--- config.mk ---
export PLATFORM = sky130hd
export DESIGN_NAME = bit_serializer_flat
export DESIGN_NICKNAME = d
export VERILOG_FILES = /design/src/rtl/bit_serializer_pkg.sv /design/src/rtl/bit_serializer_if.sv /design/src/rtl/bit_serializer_parity.sv /design/src/rtl/bit_serializer.sv /design/src/flat_wrapper.sv
export SDC_FILE = /design/constraint.sdc
export NUM_CORES = 1
export LEC_CHECK = 0
export CORE_UTILIZATION = 35
export DETAILED_ROUTE_END_ITERATION = 16
export PLACE_DENSITY = 0.69
export SLEW_MARGIN = 20
export SYNTH_ARGS = -nofsm -noshare
export SYNTH_HDL_FRONTEND = slang
export SYNTH_SLANG_ARGS = --single-unit
--- constraint.sdc ---
create_clock -name clk -period 3.25 [get_ports clk]
set_clock_uncertainty 0.05 [all_clocks]
set_input_delay 0.65 -clock clk [delete_from_list [all_inputs] [get_ports clk]]
set_output_delay 0.65 -clock clk [all_outputs]
set_load 0.1 [all_outputs]
--- src/rtl/bit_serializer_pkg.sv ---
// -----------------------------------------------------------------------------
// bit_ser_pkg
// Shared definitions for the bit_serializer block:
//   - state_t : FSM state encoding (IDLE / SHIFT / PAR)
//   - DEFAULT_WIDTH : default parallel word width
//   - calc_cnt_w() : bit-counter width derived from the word width
// -----------------------------------------------------------------------------
package bit_ser_pkg;

    typedef enum logic [1:0] {
        S_IDLE  = 2'd0,
        S_SHIFT = 2'd1,
        S_PAR   = 2'd2
    } state_t;

    localparam int DEFAULT_WIDTH = 8;

    // Counter holds WIDTH-1 down to 0, so $clog2(WIDTH) bits suffice.
    // The floor of 1 keeps the vector legal for the smallest word width.
    function automatic int calc_cnt_w(input int w);
        return (w < 2) ? 1 : $clog2(w);
    endfunction

endpackage

--- src/rtl/bit_serializer_if.sv ---
// -----------------------------------------------------------------------------
// bit_serializer_if
// Groups the parallel-in handshake and the serial-out stream.
//   din[WIDTH-1:0] : parallel word offered by upstream
//   din_valid      : upstream offers din this cycle
//   din_ready      : serializer accepts din at this edge if din_valid=1
//   a              : serial bit stream
//   a_valid        : a carries a frame bit this cycle
//   done           : one-cycle pulse on the final bit of a frame
// Modports:
//   master : upstream/source side (drives din, din_valid)
//   slave  : serializer side (drives din_ready, a, a_valid, done)
// -----------------------------------------------------------------------------
interface bit_serializer_if #(
    parameter int WIDTH = 8
);
    logic [WIDTH-1:0] din;
    logic             din_valid;
    logic             din_ready;
    logic             a;
    logic             a_valid;
    logic             done;

    modport master (
        output din,
        output din_valid,
        input  din_ready,
        input  a,
        input  a_valid,
        input  done
    );

    modport slave (
        input  din,
        input  din_valid,
        output din_ready,
        output a,
        output a_valid,
        output done
    );
endinterface

--- src/rtl/bit_serializer_parity.sv ---
// -----------------------------------------------------------------------------
// bit_ser_parity
// Registered even-parity (XOR reduction) of a word, captured when i_en is high.
// Ports:
//   clk       : clock, rising edge
//   reset     : asynchronous active-low reset
//   i_en      : capture enable (word accepted this edge)
//   i_din     : word to reduce
//   o_parity  : registered XOR of the last captured word
// Only instantiated when BIT_SERIALIZER_PARITY_EN is defined.
// -----------------------------------------------------------------------------
module bit_ser_parity #(
    parameter int WIDTH = 8
) (
    input  logic             clk,
    input  logic             reset,
    input  logic             i_en,
    input  logic [WIDTH-1:0] i_din,
    output logic             o_parity
);
    logic r_parity;

    always_ff @(posedge clk or negedge reset) begin
        if (!reset) begin
            r_parity <= 1'b0;
        end else if (i_en) begin
            r_parity <= ^i_din;
        end
    end

    assign o_parity = r_parity;
endmodule

--- src/rtl/bit_serializer.sv ---
// -----------------------------------------------------------------------------
// bit_serializer
// Parallel-to-serial front end: accepts WIDTH-bit words on a valid/ready
// handshake and emits them one bit per clock on bus.a, qualified by
// bus.a_valid, with a done pulse on the final bit. Back-to-back words
// stream with no idle gap.
// Parameters:
//   WIDTH     : word width (>= 2)
//   MSB_FIRST : 1 = MSB first, 0 = LSB first
// Ports:
//   clk   : clock, rising edge
//   reset : asynchronous active-low reset
//   bus   : bit_serializer_if.slave (din/din_valid/din_ready/a/a_valid/done)
// Build option:
//   BIT_SERIALIZER_PARITY_EN : append an even-parity bit (PAR state) to every
//   frame; done moves from the last data bit to the parity bit.
// -----------------------------------------------------------------------------
module bit_serializer
    import bit_ser_pkg::*;
#(
    parameter int WIDTH     = DEFAULT_WIDTH,
    parameter bit MSB_FIRST = 1'b1
) (
    input  logic                 clk,
    input  logic                 reset,
    bit_serializer_if.slave      bus
);
    localparam int CNT_W = calc_cnt_w(WIDTH);
    localparam logic [CNT_W-1:0] CNT_LOAD = CNT_W'(WIDTH - 1);

    state_t             r_state;
    state_t             w_state_next;
    logic [WIDTH-1:0]   r_sreg;
    logic [WIDTH-1:0]   w_sreg_shift;
    logic [CNT_W-1:0]   r_cnt;
    logic               w_sbit;
    logic               w_ready;
    logic               w_accept;
    logic               w_a;
    logic               w_a_valid;
    logic               w_done;
    logic               w_last;

    // Bit currently presented and the register after one shift; the vacated
    // end fills with zero so a drained register never leaks stale data.
    generate
        if (MSB_FIRST) begin : g_msb
            assign w_sbit       = r_sreg[WIDTH-1];
            assign w_sreg_shift = {r_sreg[WIDTH-2:0], 1'b0};
        end else begin : g_lsb
            assign w_sbit       = r_sreg[0];
            assign w_sreg_shift = {1'b0, r_sreg[WIDTH-1:1]};
        end
    endgenerate

    assign w_last   = (r_cnt == '0);
    assign w_accept = bus.din_valid & w_ready;

`ifdef BIT_SERIALIZER_PARITY_EN
    logic w_parity;

    bit_ser_parity #(
        .WIDTH (WIDTH)
    ) u_parity (
        .clk      (clk),
        .reset    (reset),
        .i_en     (w_accept),
        .i_din    (bus.din),
        .o_parity (w_parity)
    );
`endif

    // Next state and Moore outputs. w_ready depends only on registered state,
    // so the accept path never feeds back into the outputs.
    always_comb begin
        w_state_next = r_state;
        w_ready      = 1'b0;
        w_a          = 1'b0;
        w_a_valid    = 1'b0;
        w_done       = 1'b0;
        case (r_state)
            S_IDLE: begin
                w_ready = 1'b1;
                if (bus.din_valid) begin
                    w_state_next = S_SHIFT;
                end
            end
            S_SHIFT: begin
                w_a       = w_sbit;
                w_a_valid = 1'b1;
                if (w_last) begin
`ifdef BIT_SERIALIZER_PARITY_EN
                    w_state_next = S_PAR;
`else
                    // Last data bit doubles as the reload slot for the next
                    // word, which is what makes framing gapless.
                    w_done       = 1'b1;
                    w_ready      = 1'b1;
                    w_state_next = bus.din_valid ? S_SHIFT : S_IDLE;
`endif
                end
            end
`ifdef BIT_SERIALIZER_PARITY_EN
            S_PAR: begin
                w_a          = w_parity;
                w_a_valid    = 1'b1;
                w_done       = 1'b1;
                w_ready      = 1'b1;
                w_state_next = bus.din_valid ? S_SHIFT : S_IDLE;
            end
`endif
            default: begin
                w_state_next = S_IDLE;
            end
        endcase
    end

    always_ff @(posedge clk or negedge reset) begin
        if (!reset) begin
            r_state <= S_IDLE;
            r_sreg  <= '0;
            r_cnt   <= '0;
        end else begin
            r_state <= w_state_next;
            if (w_accept) begin
                r_sreg <= bus.din;
                r_cnt  <= CNT_LOAD;
            end else if (r_state == S_SHIFT) begin
                r_sreg <= w_sreg_shift;
                // Saturate at zero; the counter is only reloaded on accept.
                if (!w_last) begin
                    r_cnt <= r_cnt - CNT_W'(1);
                end
            end else if (w_state_next == S_IDLE) begin
                r_cnt <= '0;
            end
        end
    end

    assign bus.din_ready = w_ready;
    assign bus.a         = w_a;
    assign bus.a_valid   = w_a_valid;
    assign bus.done      = w_done;
endmodule
--- src/flat_wrapper.sv ---
// flat-port wrapper written by rule: the top's interface ports become plain ports
module bit_serializer_flat import bit_ser_pkg::*;
#(
    parameter int WIDTH     = DEFAULT_WIDTH,
    parameter bit MSB_FIRST = 1'b1
)
  (clk, reset, bus_din, bus_din_valid, bus_din_ready, bus_a, bus_a_valid, bus_done);
  bit_serializer_if #(.WIDTH(WIDTH)) bus_i ();
  input  logic clk;
  input  logic reset;
  input wire logic [$bits(bus_i.din)-1:0] bus_din;
  input wire logic [$bits(bus_i.din_valid)-1:0] bus_din_valid;
  output wire logic [$bits(bus_i.din_ready)-1:0] bus_din_ready;
  output wire logic [$bits(bus_i.a)-1:0] bus_a;
  output wire logic [$bits(bus_i.a_valid)-1:0] bus_a_valid;
  output wire logic [$bits(bus_i.done)-1:0] bus_done;
  assign bus_i.din = bus_din;
  assign bus_i.din_valid = bus_din_valid;
  assign bus_din_ready = bus_i.din_ready;
  assign bus_a = bus_i.a;
  assign bus_a_valid = bus_i.a_valid;
  assign bus_done = bus_i.done;
  bit_serializer #(.WIDTH(WIDTH), .MSB_FIRST(MSB_FIRST)) u_core (.clk(clk), .reset(reset), .bus(bus_i));
endmodule
==> run metrics <==
status=finished clean; CTS max path bufs=2; PwrDens=515 nW/um2; Inserted Diodes=0; Synth-to-Final Area Change=24.6%; mean post-synth cell area=13.0 um2; CTS H-tree depth=1; CP Capture Type=output pin; std cell rows=15; Wirelength per Cell=10.7 um; core area=roughly 1800 um2; crit-path max cell delay=approximately 0.46 ns; Worst-Margin Slew=roughly 0.55 ns; Critical Path AT=1.64 ns; post-route DRC violation count=0; Pre-antenna DRT Iters=4; dpl cells=91; Worst Hold Class=reg2reg; Synth Register Bits=13; DP Wirelength=761 um; Tcrit/Tclk final=72.0%; Clock Tree Root=clkbuf_4; final hold vios=0; Seq/Total Area, Yosys=46.3%; largest net degree at the start of global routing=14; syn nets=67; Non-Filler Instances=95; CTS sink cnt=13; Inserted Clock Buffers=3; dpl ws=0.915 ns; number of global-route vias before repair=393; Max Freq=427 MHz; unrepaired setup endpoints after global routing=false; MaxCap Viol Count=0; GR Overflow Total=0; ranking of synthesized cells by area=dfrtp_1, mux2_4, mux2_2; min Tclk post-route=around 2.3 ns; antenna viol nets, final=0; Port Buffers=14; DRT iter0 DRCs=3; required time worst endpoint=2.55 ns; Critical Path Fanout Max=11; area leader, netlist=dfrtp_1; Setup Buffers After CTS=0; initial antenna violation count=0; hold bufs inserted after CTS=0; Post-CTS Resized=0; Die H=46.8 um; final setup fails=0; Initial Util=39.0%; Final Max Tran Viols=0; clk slew on worst S/H paths=0.08 ns; Clock Latency Late Sink=0.27 ns; synthesized instance count=54; NumNets Final=84; Critical Path Source Type=flop; Max VDD drop=0.300 mV; fin worst setup slack=between 0.9 and 1 ns; Slowest cell on crit path=dfrtp_1; total track usage=11.4%; Design Power=0.450 mW; CP Cell Sequence=nor2b_2 > and2_1 > buf_4; Distinct cells, synth=17; post-synth top area share=46.3%; kind of critical path=reg2out; Pleak=0.406 nW; Post-Route WL=slightly above 1 mm; via count=422; number of top-level pins=15; setup TNS=0 ns; fraction of layout cells with a size suffix above 1=35.7%; die width=approximately 47 um; Mapped Area=about 700 um2; Via-to-Cell Ratio=~4.4; Slew headroom=63.3%; global-route wire length before repair=between 1.5 and 2 mm; routability cong.=0.639; CTS tree=built; Ys Warns=0; die area=2190 um2
[kinds of logic (layout without fill, tap and decap cells)]
kind of cell             count (synthesis)  in the layout  share of synthesized area (%)
AO/OA/AOI/OAI                            6              6                           5.35
adder cells (fa/ha/maj)                  2              2                           3.56
buffers and inverters                    5             21                           3.92
flip-flops                              13             13                           46.3
multiplexers                            15             15                           28.3
other                                    1              1                          0.534
AND/OR/NAND/NOR                         12             12                           11.9
[flip-flops by register name (all words and copies together) (netlist names)]
name,flops
u_core.r_state,2
u_core.r_cnt,3
u_core.r_sreg,8
[worst max-delay path, delay by kind of cell (launching register included)]
family | cells | cell delay (ns)
buf+inv | 1 | 0.28
flops | 1 | 0.46
simple gates | 2 | 0.62
[through the flow]
stage          cell area [um2]  util, %  hold WS, ns
5_1_grt                    875     48.5        0.475
4_1_cts                    875     48.5        0.433
6_report                   875     48.5        0.433
3_3_place_gp               847     47.0        0.411
2_1_floorplan              702        -        0.304
3_5_place_dp               847     47.0        0.421
[final cells by class]
cell class                 instances  area (um2)
multi-input combinational         36         349
inverter                           3        11.3
timing repair buffer              14         130
clock inverter                     1        5.00
fill                             177         927
clock buffer                       3        22.5
tap                               25        31.3
sequential                        13         325
[worst paths after layout]
check / depth (start not counted) / slack, ns / startpoint / endpoint
hold reg to reg: 1 / 0.43 / u_core.r_cnt[0] / u_core.r_cnt[0]
max in group asynchronous: 1 / 2.11 / reset / u_core.r_sreg[4]
setup reg to reg: 6 / 1.18 / u_core.r_cnt[0] / u_core.r_sreg[2]
min in group asynchronous: 1 / 0.68 / reset / u_core.r_state[1]
hold / removal: 1 / 0.43 / u_core.r_cnt[0] / u_core.r_cnt[0]
setup / recovery: 3 / 0.91 / u_core.r_state[1] / bus_done
[Yosys cell counts]
master,number
inv_1,3
nor2b_4,1
mux2_4,8
or2b_1,3
and2_1,2
conb_1,1
a211oi_1,3
nor2b_2,1
dfrtp_1,13
ha_1,2
or3b_1,1
buf_6,1
mux2_2,7
buf_2,1
a21oi_1,3
nor2_1,3
nor2b_1,1
[per-layer routing]
metal | global-route usage, % | routed length [um] | vias up
li1 | - | - | 217
met1 | 16.1 | 481 | 199
met2 | 16.9 | 493 | 6
met3 | 2.31 | 38 | 0
met4 | 5.14 | 0 | 0
met5 | 0 | 0 | -
[layout by cell type, fill, tap and decap left out, drive strengths merged]
cell type      instances
a211oi                 3
a21oi                  3
and2                   2
buf                    4
clkbuf                 3
clkdlybuf4s50         10
clkinv                 1
conb                   1
dfrtp                 13
ha                     2
inv                    3
mux2                  15
nor2                   3
nor2b                  3
or2b                   3
or3b                   1
[power breakdown]
group / switching [mW] / internal [mW] / leakage (nW)
sequential: 0.0157 / 0.193 / 0.158
combinational: 0.0592 / 0.0848 / 0.231
clock: 0.0520 / 0.0455 / 0.0177
Note: power is estimated with default switching activity, not from simulation.
